===== config.mk =====
export PLATFORM = sky130hd
export DESIGN_NAME = axi_axi2bram
export DESIGN_NICKNAME = d
export VERILOG_FILES = /design/src/rtl/axi_axi2bram.sv
export SDC_FILE = /design/constraint.sdc
export NUM_CORES = 2
export LEC_CHECK = 0
export ABC_AREA = 1
export ABC_CLOCK_PERIOD_IN_PS = 3300
export CAP_MARGIN = 5
export CELL_PAD_IN_SITES_DETAIL_PLACEMENT = 1
export CELL_PAD_IN_SITES_GLOBAL_PLACEMENT = 2
export CORE_AREA = 2 2 481 483
export DETAILED_ROUTE_END_ITERATION = 8
export DIE_AREA = 0 0 483 485
export PLACE_DENSITY_LB_ADDON = 0.1
export SYNTH_ARGS = -nofsm -noshare
export SYNTH_HDL_FRONTEND = slang
export SYNTH_SLANG_ARGS = --single-unit

===== constraint.sdc =====
create_clock -name clk -period 3.3 [get_ports clk]
set_clock_uncertainty 0.1 [all_clocks]
set_input_delay 0.66 -clock clk [delete_from_list [all_inputs] [get_ports clk]]
set_output_delay 0.66 -clock clk [all_outputs]
set_load 0.02 [all_outputs]

===== src/rtl/axi_axi2bram.sv =====
// AXI4 read master: fetches a contiguous byte range in MAX_BURST_LEN bursts and
// streams each returned beat into a BRAM write port starting at word 0.
module axi_axi2bram #(
   parameter int AXI_ADDR_WIDTH      = 64,
   parameter int AXI_DATA_WIDTH      = 512,
   parameter int AXI_XFER_SIZE_WIDTH = 32,
   parameter int BRAM_ADDR_WIDTH     = 32,
   parameter int BRAM_DATA_WIDTH     = 512,
   parameter int MAX_BURST_LEN       = 64,
   parameter int MAX_OUTSTANDING     = 4
) (
   input  logic                           clk,
   input  logic                           rst_n,
   input  logic                           i_a2b_start,
   output logic                           o_a2b_done,
   input  logic [AXI_ADDR_WIDTH-1:0]      i_a2b_data_addr,
   input  logic [AXI_XFER_SIZE_WIDTH-1:0] i_a2b_data_size_bytes,
   output logic                           m_axi_arvalid,
   input  logic                           m_axi_arready,
   output logic [AXI_ADDR_WIDTH-1:0]      m_axi_araddr,
   output logic [7:0]                     m_axi_arlen,
   input  logic                           m_axi_rvalid,
   output logic                           m_axi_rready,
   input  logic [AXI_DATA_WIDTH-1:0]      m_axi_rdata,
   input  logic                           m_axi_rlast,
   output logic                           o_a2b_wren,
   output logic [BRAM_ADDR_WIDTH-1:0]     o_a2b_wraddr,
   output logic [BRAM_DATA_WIDTH-1:0]     o_a2b_wrdata
);

   localparam int BYTES = AXI_DATA_WIDTH / 8;
   localparam int LOG2B = $clog2(BYTES);
   localparam int BW    = AXI_XFER_SIZE_WIDTH + 1;
   localparam int OW    = $clog2(MAX_OUTSTANDING + 1);
   localparam logic [AXI_ADDR_WIDTH-1:0] BURST_BYTES = AXI_ADDR_WIDTH'(MAX_BURST_LEN * BYTES);
   localparam logic [BW-1:0] MAX_LEN = BW'(MAX_BURST_LEN);
   localparam logic [OW-1:0] MAX_OUT = OW'(MAX_OUTSTANDING);

   typedef enum logic [1:0] {S_IDLE, S_BUSY, S_DONE} state_e;

   state_e                       state_q, state_d;
   logic [AXI_ADDR_WIDTH-1:0]    base_q;
   logic [BW-1:0]                total_q, ar_rem_q, ar_bursts_q, beat_cnt_q;
   logic [OW-1:0]                outst_q;
   logic                         arvalid_q;
   logic [AXI_ADDR_WIDTH-1:0]    araddr_q;
   logic [7:0]                   arlen_q;
   logic                         wren_q;
   logic [BRAM_ADDR_WIDTH-1:0]   wr_idx_q, wraddr_q;
   logic [BRAM_DATA_WIDTH-1:0]   wrdata_q;

   logic [BW-1:0] size_ext, total_calc, ar_burst;
   logic          ar_hs, r_hs, r_last_hs, rready;

   // Round-up is done one bit wider so a size near 2^W cannot wrap to zero.
   assign size_ext   = BW'(i_a2b_data_size_bytes) + BW'(BYTES - 1);
   assign total_calc = size_ext >> LOG2B;
   assign ar_burst   = (ar_rem_q > MAX_LEN) ? MAX_LEN : ar_rem_q;
   assign ar_hs      = arvalid_q & m_axi_arready;
   assign r_hs       = m_axi_rvalid & rready;
   assign r_last_hs  = r_hs & m_axi_rlast;

   always_ff @(posedge clk or negedge rst_n) begin
      if (!rst_n) state_q <= S_IDLE;
      else        state_q <= state_d;
   end

   always_comb begin
      state_d = state_q;
      case (state_q)
         S_IDLE:  if (i_a2b_start) state_d = (total_calc == '0) ? S_DONE : S_BUSY;
         S_BUSY:  if (r_hs && beat_cnt_q == total_q - BW'(1)) state_d = S_DONE;
         S_DONE:  state_d = S_IDLE;
         default: state_d = S_IDLE;
      endcase
   end

   always_comb begin
      rready     = (state_q == S_BUSY);
      o_a2b_done = (state_q == S_DONE);
   end

   always_ff @(posedge clk or negedge rst_n) begin
      if (!rst_n) begin
         base_q      <= '0;
         total_q     <= '0;
         ar_rem_q    <= '0;
         ar_bursts_q <= '0;
         beat_cnt_q  <= '0;
         outst_q     <= '0;
         arvalid_q   <= 1'b0;
         araddr_q    <= '0;
         arlen_q     <= '0;
         wren_q      <= 1'b0;
         wr_idx_q    <= '0;
         wraddr_q    <= '0;
         wrdata_q    <= '0;
      end else begin
         wren_q <= 1'b0;
         case (state_q)
            S_IDLE: if (i_a2b_start) begin
               base_q      <= i_a2b_data_addr;
               total_q     <= total_calc;
               ar_rem_q    <= total_calc;
               ar_bursts_q <= '0;
               beat_cnt_q  <= '0;
               outst_q     <= '0;
               wr_idx_q    <= '0;
               arvalid_q   <= 1'b0;
            end
            S_BUSY: begin
               // arvalid drops for one cycle after each handshake so the next
               // request is computed from the updated counters.
               if (ar_hs) begin
                  arvalid_q   <= 1'b0;
                  ar_rem_q    <= ar_rem_q - ar_burst;
                  ar_bursts_q <= ar_bursts_q + BW'(1);
               end else if (!arvalid_q && ar_rem_q != '0 && outst_q < MAX_OUT) begin
                  arvalid_q <= 1'b1;
                  araddr_q  <= base_q + AXI_ADDR_WIDTH'(ar_bursts_q) * BURST_BYTES;
                  arlen_q   <= 8'(ar_burst - BW'(1));
               end
               if (ar_hs && !r_last_hs)
                  outst_q <= outst_q + OW'(1);
               else if (!ar_hs && r_last_hs && outst_q != '0)
                  outst_q <= outst_q - OW'(1);
               if (r_hs) begin
                  beat_cnt_q <= beat_cnt_q + BW'(1);
                  wr_idx_q   <= wr_idx_q + BRAM_ADDR_WIDTH'(1);
                  wren_q     <= 1'b1;
                  wraddr_q   <= wr_idx_q;
                  wrdata_q   <= m_axi_rdata;
               end
            end
            default: ;
         endcase
      end
   end

   assign m_axi_arvalid = arvalid_q;
   assign m_axi_araddr  = araddr_q;
   assign m_axi_arlen   = arlen_q;
   assign m_axi_rready  = rready;
   assign o_a2b_wren    = wren_q;
   assign o_a2b_wraddr  = wraddr_q;
   assign o_a2b_wrdata  = wrdata_q;

endmodule


# Yosys cells after proc, flatten, opt, wreduce, memory -nomap -nowiden
# Cells that the tools add are included.
[op_classes]
addsub = 10
reduce_logical = 22
n_lt_le_gt_ge = 2
eq_ne = 9
muxes = 26
bitwise = 4
[op_table]
columns = ["cell", "count"]
rows = [
  ["33-bit two-way mux", 6],
  ["33-bit one-hot mux with 2 select lines", 3],
  ["33-bit by 1-bit adder with 33-bit output, second input constant", 2],
  ["64-bit by 45-bit adder with 64-bit output", 1],
  ["32-bit two-way mux", 2],
  ["32-bit one-hot mux with 2 select lines", 1],
  ["32-bit by 6-bit adder with 33-bit output, second input constant", 1],
  ["33-bit == test", 1],
  ["33-bit by 7-bit > comparator with 1-bit output, second input constant", 1],
  ["33-bit zero test", 1],
  ["33-bit nonzero test", 1],
  ["33-bit subtractor", 1],
  ["32-bit by 1-bit adder with 32-bit output, second input constant", 1],
  ["27-bit by 1-bit subtractor with 28-bit output, second input constant", 1],
  ["3-bit AND reduction", 5],
  ["3-bit two-way mux", 3],
  ["8-bit by 1-bit subtractor with 8-bit output, second input constant", 1],
  ["1-bit logical AND", 6],
  ["2-bit two-way mux", 3],
  ["2-bit != test, second input constant", 3],
  ["3-bit one-hot mux with 2 select lines", 1],
  ["2-bit AND reduction", 3],
  ["1-bit two-way mux", 5],
  ["2-bit one-hot mux with 2 select lines", 1],
  ["other kinds (15)", 19],
]
[word_totals]
out_inout_bits = 620
elab_cells = 87
ff_bits = 845
in_bits = 614

# Depth between registers and ports, before layout
[depth]
ltp_word = 8
depth_mapped = 19
mapped_depth_nobuf = 17

# Worst setup path before layout
# Ideal clock, no wire load.
[synth_timing]
path_type = "register to register"
startpoint = "reg ar_bursts_q[0]"
endpoint = "reg araddr_q[42] (netlist: m_axi_araddr[42])"
setup_time_ns = 0.123
arrival_ns = 2.100
path_slack_ns = 0.976
n_path_buf = 0
path_stages_with_launch = 15
path_cell_list = "dfrtp_1 > ha_1 > inv_1 > fa_1 > inv_1 > nand3_1 > nand2_1 > a21boi_1 > inv_1 > nand2_1 > nand2_1 > a21oi_1 > o21bai_1 > xnor2_1 > o21ai_1"
[synth_via]
elab_chain_len = 1
[synth_lines]
columns = ["item", "line", "source"]
rows = [
  ["start: declaration", "43", "logic [BW-1:0] total_q, ar_rem_q, ar_bursts_q, beat_cnt_q;"],
  ["start signal: assignment", "117", "ar_bursts_q <= ar_bursts_q + BW'(1);"],
  ["64-bit by 45-bit adder with 64-bit output", "120", "araddr_q <= base_q + AXI_ADDR_WIDTH'(ar_bursts_q) * BURST_BYTES;"],
  ["end signal: assignment", "120", ""],
  ["end: declaration", "46", "logic [AXI_ADDR_WIDTH-1:0] araddr_q;"],
]
# No other way between the ends.
# A chain may end at the register's enable or synchronous reset.

# Worst setup path in the final report
[layout_timing]
startpoint = "reg ar_bursts_q[10]"
endpoint = "reg araddr_q[61] (netlist: m_axi_araddr[61])"
# The elaborated chain is that of the path after synthesis.

==> results by group <==
Logic synthesis
  – Syn Nets: 5664
  – Yosys reg bits: 845
  – Sequential share of the synthesized area: 0.540
  – Leading cell types by count after synthesis: sky130_fd_sc_hd__nand2_1 (2379), sky130_fd_sc_hd__dfrtp_1 (845), sky130_fd_sc_hd__nor2_1 (328), sky130_fd_sc_hd__inv_1 (310), sky130_fd_sc_hd__o21ai_0 (154)
  – Main flop type after synthesis: sky130_fd_sc_hd__dfrtp_1
  – Synthesized area per cell: 7.82 sq um
  – Post-synthesis cell count: 5009
  – Netlist area before placement: 39200 sq um
  – Synth async-reset ratio: 1.00
  – Most numerous cell in the Yosys netlist: sky130_fd_sc_hd__nand2_1
  – Yosys cell types: 66
  – Yosys synthesis warning count: 0
  – Number of enable-type register cells in the synthesized netlist: 0
  – Post-synth top area share: 0.540
  – Top cells by area, synth: sky130_fd_sc_hd__dfrtp_1 (54%), sky130_fd_sc_hd__nand2_1 (23%), sky130_fd_sc_hd__nor2_1 (3.1%)
  – Yosys top cell by area: sky130_fd_sc_hd__dfrtp_1

Timing
  – Slew Limit Fails: 0
  – Post-route worst setup slack: 0.274 ns
  – Peak Freq: 0.330 GHz
  – Number of hold violations in the final report: 0
  – Final critical path time including I/O delays and setup: 3.03 ns
  – Setup-violating endpoint count in the final report: 0
  – Slew at the pin with the worst max-slew slack: 0.979 ns
  – Headroom to the max-slew limit: 0.347
  – Final critical-path share of the clock period: 0.917
  – Worst Hold Margin: 0.316 ns
  – Unrepaired setup endpoints after global routing: no

Routing
  – Post-route DRC violation count: 0
  – Post-detailed-route count of antenna-violating nets: 0
  – Wire length per cell: 24.6 microns
  – Post-DR vias/cell: 4.08
  – Via count: 38676
  – Starting DRC count in detailed routing: 1817
  – Number of iterations in the first detailed-routing pass: 5
  – DRT Wirelength: 234000 microns

Hold path
  – Origin of the worst min-delay path: m_axi_rdata[69]
  – Hold worst-path end: o_a2b_wrdata[69]
  – Cell count of the worst hold path: 3
  – Hold Crit Class: primary input to flip-flop

Worst setup path
  – Crit path required time: 3.85 ns
  – Sum of buffers and inverters on the critical path: 1
  – Worst R2R Path Depth: 9
  – Highest cell delay on the worst timing path: 0.47 ns
  – Cell Chain, Critical Path: ha_1 -> nand2_1 -> nor2_1 -> inv_1 -> nor3_2 -> nand3_1 -> nand3_1 -> nand3_1 -> a31o_1
  – R2r startpoint: ar_bursts_q[10]
  – Worst setup slack for register-to-register paths: 0.27 ns
  – Crit-path leading delay family: simple AND/OR/NAND/NOR gates
  – CP startpoint kind: flip-flop
  – WP data arrival: 3.58 ns
  – Critical Setup Path Class: flip-flop to flip-flop
  – Slowest cell on crit path: sky130_fd_sc_hd__dfrtp_1
  – Maximum net fanout on the critical path: 6
  – Cell repeated most along the worst path: sky130_fd_sc_hd__nand3_1
  – Kind of capture point of the worst setup path: flip-flop
  – WP depth: 9
  – RR Endpoint: m_axi_araddr[61]

Clocking
  – H-tree Lvls: 3
  – Number of buffers between clock root and the deepest sink: 3
  – CTS clk-pin slew, worst paths: 0.06 ns
  – CTS Buf Count: 117
  – Total number of clock tree sinks: 845
  – CTS tree: done
  – Buffers inserted by post-CTS timing repair: 0
  – Insertion delay to the later sink of the worst-skew pair: 0.78 ns
  – Cell chosen for the clock root: sky130_fd_sc_hd__clkbuf_16

Place
  – Routability congestion estimate: 0.861
  – Placement-stage worst setup slack: -0.0377 ns
  – Placed Cells: 9244
  – Quantity of I/O buffers inserted on ports: 1233
  – Detailed Place HPWL: 188000 microns

Finish
  – Area delta synth->final: 53.9%
  – Layout net count: 6993
  – Share of final-layout standard cells stronger than drive strength 1: 0.0694
  – Final Util: 0.263
  – Final cell count without fillers: 9486

Global route
  – GRT Total Usage: 0.195
  – Maximum number of pins on one net before global-route repair: 158
  – Vias in the first global route: 40722
  – Wire length of the first global-routing pass: 327000 microns
  – Initial antenna violation count: 129
  – Gr ovfl total: 0

Floorplan
  – Number of ports placed on the die boundary: 1234
  – Chip height: 485 microns
  – Core Box Area: 229000 sq um
  – Total Die Area: 234000 sq um
  – Horizontal die dimension: 483 microns
  – Std-Cell Rows: 176
  – Effective utilization at floorplan: 0.171

Status
  – Status: finished clean

Job
  – Total of max-cap violations: 0

Pwr
  – Overall Power: 57100 uW
  – Max rail drop VDD: 0.425 mV
  – Total power density per cell area: 946 nW/um^2
  – Leakage component of the power: 0.0280 uW
==> cells in the final DEF (no fill, tap or decap), types with 10 or more instances in the layout <==
master and instances:
sky130_fd_sc_hd__nand4_1 47, sky130_fd_sc_hd__a31oi_1 20, sky130_fd_sc_hd__nor2_1 326, sky130_fd_sc_hd__clkinv_2 24
sky130_fd_sc_hd__diode_2 20, sky130_fd_sc_hd__buf_12 28, sky130_fd_sc_hd__inv_2 28, sky130_fd_sc_hd__xor2_1 58
sky130_fd_sc_hd__nor3_1 77, sky130_fd_sc_hd__inv_1 310, sky130_fd_sc_hd__dfrtp_1 844, sky130_fd_sc_hd__o21ai_1 53
sky130_fd_sc_hd__clkbuf_8 39, sky130_fd_sc_hd__nor4_1 14, sky130_fd_sc_hd__ha_1 38, sky130_fd_sc_hd__a211oi_1 10
sky130_fd_sc_hd__a21oi_1 127, sky130_fd_sc_hd__clkbuf_16 117, sky130_fd_sc_hd__nand3b_1 15, sky130_fd_sc_hd__nand2_1 2379
sky130_fd_sc_hd__clkdlybuf4s50_1 1232, sky130_fd_sc_hd__clkbuf_1 24, sky130_fd_sc_hd__buf_4 135, sky130_fd_sc_hd__nand3_1 148
sky130_fd_sc_hd__o211ai_1 12, sky130_fd_sc_hd__nor2_2 15, sky130_fd_sc_hd__xnor2_1 27, sky130_fd_sc_hd__o21ai_0 154
==> registers in the layout (all words and copies together) (netlist names), 27 cells and up <==
signal and flops:
o_a2b_wrdata 512, m_axi_araddr 64, wr_idx_q 32, base_q 64
total_q 27, ar_rem_q 33, o_a2b_wraddr 32, ar_bursts_q 33
beat_cnt_q 33
==> kinds of logic (layout without fill, tap and decap cells) <==
| kind of cell | Yosys count | in the layout | share of synthesized area |
|---|---|---|---|
| buf+inv | 531 | 1962 | 0.0519 |
| xor+xnor | 86 | 86 | 0.0196 |
| simple gates | 3067 | 3067 | 0.313 |
| compound gates | 437 | 437 | 0.0622 |
| mux | 1 | 1 | 0.000255 |
| flops | 845 | 845 | 0.540 |
| other cells | 1 | 21 | 0.0000957 |
| fa+ha+maj | 41 | 41 | 0.0135 |
==> what timing repair did <==
action	CTS	global route
hold buffers	1	0
hold endpoints to repair	29	0
gates resized for setup	0	5
setup endpoints to repair	0	11
==> tightest hold or removal path, delay by kind of cell <==
family / cells / cell delay (ns)
simple gates: 2 / 0.11
buf+inv: 1 / 0.40
==> worst max path at each step <==
stage	startpoint	endpoint	slack (ns)
global placement	i_a2b_data_size_bytes[13]	state_q[1]	-0.09
finish	ar_bursts_q[10]	m_axi_araddr[61]	0.27
CTS	ar_bursts_q[0]	m_axi_araddr[50]	0.01
detailed placement	i_a2b_data_size_bytes[13]	state_q[0]	-0.04
floorplan	ar_bursts_q[0]	m_axi_araddr[42]	0.98
global route	ar_bursts_q[10]	m_axi_araddr[62]	0.05
==> where the power goes <==
part / internal, uW / total [uW] / switching [uW]
Clock: 7730 / 13300 / 5570
Combinational: 9880 / 26200 / 16300
Sequential: 14600 / 17500 / 2950
Total: 32200 / 57100 / 24900
==> metrics by stage <==
step / cell area [sq um] / TNS, ns
2_1_floorplan: 39200 / 0
3_3_place_gp: 56200 / -0.165
3_5_place_dp: 56200 / -0.0626
4_1_cts: 60200 / 0
5_1_grt: 60300 / 0
6_report: 60300 / 0
==> final cells by class <==
type | count | area [sq um]
flip-flops and latches | 845 | 21100
inverters | 344 | 1310
diodes | 20 | 50.0
multi-input cells | 3633 | 16100
clock buffers | 180 | 3550
well taps | 3026 | 3790
repair buffers | 1397 | 13900
clock inverters | 41 | 464
fillers | 27055 | 169000
==> per-layer routing <==
layer | part of all wire | global-route usage | up-vias
met4 | 0.022 | 0.0426 | 132
met3 | 0.071 | 0.0642 | 352
met2 | 0.49 | 0.338 | 918
met1 | 0.41 | 0.234 | 18868
li1 | - | - | 18406
met5 | 0.0036 | 0 | -
Note: power is estimated with default switching activity, not from simulation.
